`src/rtl/sr_drive_ctrl_pkg.sv`:
```
// Shared definitions for the SR flip-flop drive controller.
package sr_drive_ctrl_pkg;

    // Width of the pulse/gap down-counter
    localparam int unsigned CNT_W = 4;

    // Controller FSM states
    typedef enum logic [1:0] {
        IDLE  = 2'd0,
        PULSE = 2'd1,
        GAP   = 2'd2,
        CHECK = 2'd3
    } state_e;

endpackage

```
`src/rtl/sr_pulse_timer.sv`:
```
// Loadable down-counter that times the PULSE and GAP phases. It saturates at zero.
module sr_pulse_timer
    import sr_drive_ctrl_pkg::*;
(
    input  logic             clk,
    input  logic             rst_n,
    input  logic             load,
    input  logic             en,
    input  logic [CNT_W-1:0] load_val,
    output logic             zero
);

    logic [CNT_W-1:0] cnt_q;

    // Load has priority; decrement only while non-zero so the count never wraps
    always_ff @(posedge clk or negedge rst_n) begin
        if (!rst_n) begin
            cnt_q <= '0;
        end else if (load) begin
            cnt_q <= load_val;
        end else if (en && (cnt_q != '0)) begin
            cnt_q <= cnt_q - CNT_W'(1);
        end
    end

    assign zero = (cnt_q == '0);

endmodule

```
`src/rtl/sr_drive_ctrl.sv`:
```
// Drives a downstream SR flip-flop with timed S/R pulses, then checks its Q.
module sr_drive_ctrl
    import sr_drive_ctrl_pkg::*;
#(
    parameter int unsigned PULSE_W = 2,
    parameter int unsigned GAP_W   = 1
) (
    input  logic clk,
    input  logic rst_n,
    input  logic set_req,
    input  logic clr_req,
    input  logic q_fb,
    output logic s,
    output logic r,
    output logic busy,
    output logic ack,
    output logic q_exp,
    output logic err
);

    localparam logic [CNT_W-1:0] PULSE_LOAD = CNT_W'(PULSE_W - 1);
    localparam logic [CNT_W-1:0] GAP_LOAD   = CNT_W'(GAP_W - 1);

    state_e           state_q, state_d;
    logic             dir_q, dir_d;
    logic             q_exp_q, q_exp_d;
    logic             err_q, err_d;
    logic             ack_q, ack_d;
    logic             s_q, s_d;
    logic             r_q, r_d;
    logic             busy_q, busy_d;
    logic             tmr_load, tmr_en, tmr_zero;
    logic [CNT_W-1:0] tmr_val;

    sr_pulse_timer u_timer (
        .clk      (clk),
        .rst_n    (rst_n),
        .load     (tmr_load),
        .en       (tmr_en),
        .load_val (tmr_val),
        .zero     (tmr_zero)
    );

    // Next-state, timer control and next values of the registered outputs
    always_comb begin
        state_d  = state_q;
        dir_d    = dir_q;
        q_exp_d  = q_exp_q;
        err_d    = err_q;
        ack_d    = 1'b0;
        tmr_load = 1'b0;
        tmr_en   = 1'b0;
        tmr_val  = PULSE_LOAD;

        unique case (state_q)
            IDLE: begin
                if (set_req && clr_req) begin
                    // Forbidden combination: flag it, never drive
                    err_d = 1'b1;
                end else if (set_req != clr_req) begin
                    if (set_req == q_exp_q) begin
                        // Already in the requested state: acknowledge without a pulse
                        ack_d = 1'b1;
                    end else begin
                        dir_d    = set_req;
                        state_d  = PULSE;
                        tmr_load = 1'b1;
                        tmr_val  = PULSE_LOAD;
                    end
                end
            end
            PULSE: begin
                if (tmr_zero) begin
                    state_d  = GAP;
                    tmr_load = 1'b1;
                    tmr_val  = GAP_LOAD;
                end else begin
                    tmr_en = 1'b1;
                end
            end
            GAP: begin
                if (tmr_zero) begin
                    state_d = CHECK;
                end else begin
                    tmr_en = 1'b1;
                end
            end
            CHECK: begin
                // Feedback is only trusted here, after the settling gap
                q_exp_d = dir_q;
                if (q_fb != dir_q) begin
                    err_d = 1'b1;
                end
                ack_d   = 1'b1;
                state_d = IDLE;
            end
            default: begin
                state_d = IDLE;
            end
        endcase

        // S and R derive from a single state and direction bit, so they are exclusive
        s_d    = (state_d == PULSE) && dir_d;
        r_d    = (state_d == PULSE) && !dir_d;
        busy_d = (state_d != IDLE);
    end

    // State and registered outputs; reset clears everything immediately
    always_ff @(posedge clk or negedge rst_n) begin
        if (!rst_n) begin
            state_q <= IDLE;
            dir_q   <= 1'b0;
            q_exp_q <= 1'b0;
            err_q   <= 1'b0;
            ack_q   <= 1'b0;
            s_q     <= 1'b0;
            r_q     <= 1'b0;
            busy_q  <= 1'b0;
        end else begin
            state_q <= state_d;
            dir_q   <= dir_d;
            q_exp_q <= q_exp_d;
            err_q   <= err_d;
            ack_q   <= ack_d;
            s_q     <= s_d;
            r_q     <= r_d;
            busy_q  <= busy_d;
        end
    end

    assign s     = s_q;
    assign r     = r_q;
    assign busy  = busy_q;
    assign ack   = ack_q;
    assign q_exp = q_exp_q;
    assign err   = err_q;

endmodule
```
`config.mk`:
```
export PLATFORM = sky130hd
export DESIGN_NAME = sr_drive_ctrl
export DESIGN_NICKNAME = d
export VERILOG_FILES = /design/src/rtl/sr_drive_ctrl_pkg.sv /design/src/rtl/sr_pulse_timer.sv /design/src/rtl/sr_drive_ctrl.sv
export SDC_FILE = /design/constraint.sdc
export NUM_CORES = 1
export LEC_CHECK = 0
export ABC_CLOCK_PERIOD_IN_PS = 2400
export CORE_MARGIN = 1.5
export CORE_UTILIZATION = 52
export CTS_CLUSTER_SIZE = 24
export DETAILED_ROUTE_END_ITERATION = 10
export MAX_ROUTING_LAYER = met4
export PLACE_DENSITY = 0.76
export REMOVE_ABC_BUFFERS = 1
export SYNTH_ARGS = -nofsm -noshare
export SYNTH_HDL_FRONTEND = slang
export SYNTH_HIERARCHICAL = 1
export SYNTH_SLANG_ARGS = --single-unit
```
`constraint.sdc`:
```
create_clock -name clk -period 2.4 [get_ports clk]
set_input_delay 0.48 -clock clk [delete_from_list [all_inputs] [get_ports clk]]
set_output_delay 0.48 -clock clk [all_outputs]
set_load 0.005 [all_outputs]
```
==> impl_metrics.py <==
metrics = {
    "outcome": {
        "outcome": "complete, no violations",
    },
    "worst_hold_path": {
        "min_path_type": "flip-flop to flip-flop",
    },
    "detailed_routing": {
        "drc": 0,
        "ant_nets": 0,
        "wl_met1_um": 648,
        "routed.top_layer": "met4",
        "wl_um": 1370,
        "wl_met2_um": 619,
        "vias_per_cell": 5.20,
        "vias": 562,
        "wl_met3_um": 55,
        "dr.pass1.iters": 3,
        "wl_per_cell_um": 12.7,
        "drtIter0Drc": 4,
    },
    "die": {
        "num_rows": 13,
        "chipWidth_um": 41.9,
        "io_pins": 11,
        "die-area_um2": 1760,
        "start_util_pct": 58.4,
        "core-area_um2": 1350,
        "die_h_um": 41.9,
    },
    "logic_synthesis": {
        "synth_cell_types": 30,
        "synth_area_um2": 788,
        "synthArstFlopShare_pct": 100,
        "synthCells": 75,
        "ys_seq_elements": 13,
        "synth_edf_count": 0,
        "syn_avg_cell_area_um2": 10.5,
        "synth_top_cell_area_share_pct": 41.3,
        "yosysWarnings": 6,
        "synth_flop_cell": "dfrtp_1",
        "synth_top_area_cell": "dfrtp_1",
        "yosysSeqAreaShare_pct": 41.3,
        "ys_top_cells_by_area": "dfrtp_1 (41%), ha_1 (9.5%), nor3b_2 (4.8%), inv_1 (3.8%), nand2_1 (3.3%)",
    },
    "job": {
        "cap_violations": 0,
    },
    "timing": {
        "hold_viol": 0,
        "finClkSkew_ns": 0.00597,
        "fmax_ghz": 0.481,
        "finalSetupTns_ns": 0,
        "min_period_over_period_pct": 86.6,
        "tightest_slew_ns": 0.596,
        "setup_viol": 0,
        "slew_violations": 0,
        "rsz0062_at_grt": "no",
        "fin_crit_ns": 2.08,
        "slew_headroom_pct": 60.1,
    },
    "placement": {
        "numPortBuffers": 10,
        "place_congestion": 0.894,
        "place_hpwl_um": 1080,
    },
    "clock_network": {
        "cts-root-buf": "clkbuf_4",
        "clkSinkCount": 13,
        "holdBufCountCts": 0,
        "clk_latency_ns": 0.28,
        "cts_buffers": 3,
        "post-cts-setup-buffers": 0,
        "htree_levels": 1,
        "cts_buffer_depth": 2,
        "ctsResizeCount": 0,
        "cts_tree": "built",
        "clk_pin_slew_ns": 0.08,
    },
    "layout": {
        "layout-drive-gt1-share_pct": 16.1,
        "diodes": 0,
        "finish.net_count": 105,
        "final_util_pct": 70.5,
        "areaGrowthSynthToFinish_pct": 20.8,
        "n_fill_cell": 102,
    },
    "power": {
        "p_per_area_nw_per_um2": 1170,
        "cell_internal_pwr_w": 0.000680,
        "power.share.clock_pct": 12.2,
        "seqPwrFrac_pct": 34.1,
        "p_switching_w": 0.000434,
        "ir_worst_vdd_mv": 0.633,
        "swShare_pct": 38.9,
        "leakage_nw": 0.432,
        "combPwrFrac_pct": 53.7,
    },
    "grt": {
        "grt_pass1_vias": 542,
        "grt_usage_pct": 20.2,
        "gr-total-overflow": 0,
        "grt_pass1_wl_um": 2450,
        "antenna_found_initial": 0,
        "grt_max_degree": 14,
    },
    "critical_path": {
        "crit_type": "flip-flop to flip-flop",
        "crit_path_start_kind": "flip-flop",
        "arrival_ns": 2.24,
        "path_max_fanout": 9,
        "cp.required_ns": 2.57,
        "end_kind": "flip-flop",
    },
}
power by group through the flow:
stage | Combinational (W) | Clock (W) | Sequential (W)
after floorplan | 0.000413 | 0 | 0.000373
final | 0.000598 | 0.000136 | 0.000380
after detailed placement | 0.000599 | 0 | 0.000384
after CTS | 0.000602 | 0.000144 | 0.000379
after global placement | 0.000588 | 0 | 0.000379
after global routing | 0.000674 | 0.000154 | 0.000389
path summary, 6_finish.rpt:
check / cells after the start / from / end / slack [ns]
max: 8 / u_timer/cnt_q[0]$_DFFE_PN0P_ / u_timer/cnt_q[3]$_DFFE_PN0P_ / 0.32
min: 1 / err$_DFFE_PN0P_ / err$_DFFE_PN0P_ / 0.50
max reg2reg: 8 / u_timer/cnt_q[0]$_DFFE_PN0P_ / u_timer/cnt_q[3]$_DFFE_PN0P_ / 0.32
min reg2reg: 1 / err$_DFFE_PN0P_ / err$_DFFE_PN0P_ / 0.50
max in group asynchronous: 1 / rst_n / r$_DFF_PN0_ / 1.44
min in group asynchronous: 1 / rst_n / ack$_DFF_PN0_ / 0.57
Yosys cell counts, types with 2 or more instances:
master,instances
dfrtp_1,13
inv_1,8
nand2_1,7
ha_1,6
a21oi_1,4
o21ai_0,4
nor3_1,3
nor3b_2,3
o21a_1,3
nand2b_1,2
nor2b_1,2
xnor2_1,2
logic make-up (layout without fill, tap and decap cells):
logic type,count (synthesis),after routing,synth area share [%]
buffers and inverters,9,25,5.24
AOI/OAI and AO/OA,17,17,16.7
muxes,1,1,1.27
and+or+nand+nor,26,26,23.3
DFF,13,13,41.3
adders and majority gates,6,6,9.52
other,1,3,0.476
xor gates and xnor gates,2,2,2.22
cell type report:
| cell class | count | area, um^2 | area share, % |
|---|---|---|---|
| flip-flops and latches | 13 | 325 | 34.2 |
| inverters | 8 | 30.0 | 3.15 |
| well taps | 15 | 18.8 | 1.97 |
| clock buffers | 4 | 26.3 | 2.76 |
| multi-input cells | 55 | 429 | 45.1 |
| repair buffers | 13 | 123 | 12.9 |
through the flow:
step / std cells / setup WS, ns / total power, W / cell area [um^2] / hold slack (ns)
final: 108 / 0.322 / 0.00111 / 952 / 0.498
after global routing: 108 / 0.131 / 0.00122 / 952 / 0.521
after CTS: 108 / 0.326 / 0.00113 / 952 / 0.514
after detailed placement: 104 / 0.0739 / 0.000983 / 926 / 0.491
after global placement: 104 / 0.107 / 0.000967 / 926 / 0.453
after floorplan: 76 / 0.498 / 0.000785 / 785 / 0.184
registers in the layout (all words and copies together) (netlist names):
| signal | cells |
|---|---|
| ack | 1 |
| busy | 1 |
| u_timer/cnt_q | 4 |
| err | 1 |
| q_exp | 1 |
| dir_q | 1 |
| s | 1 |
| state_q | 2 |
| r | 1 |
per-layer routing:
layer	global-route usage, %	up-vias
li1	-	296
met1	23.2	251
met2	28.4	10
met3	8.26	5
met4	13.5	0
met5	-	-
critical path, stage by stage, from the launching register on:
cell	delay, ns
dfrtp_1	0.43
inv_1	0.08
ha_1	0.20
nor3b_2	0.45
nand2_1	0.12
nand2_1	0.15
buf_4	0.17
nor3_1	0.05
a221o_1	0.31
layout by cell type, fill, tap and decap left out, types with 2 or more instances in the layout:
cell type and n:
nand2b_1 2, ha_1 6, clkbuf_4 3, nand2_1 7
a21oi_1 4, o21a_1 3, clkdlybuf4s50_1 10, inv_1 8
buf_4 3, nor3b_2 3, xnor2_1 2, dfrtp_1 13
conb_1 3, nor3_1 3, o21ai_0 4, nor2b_1 2
Note: power is estimated with default switching activity, not from simulation.
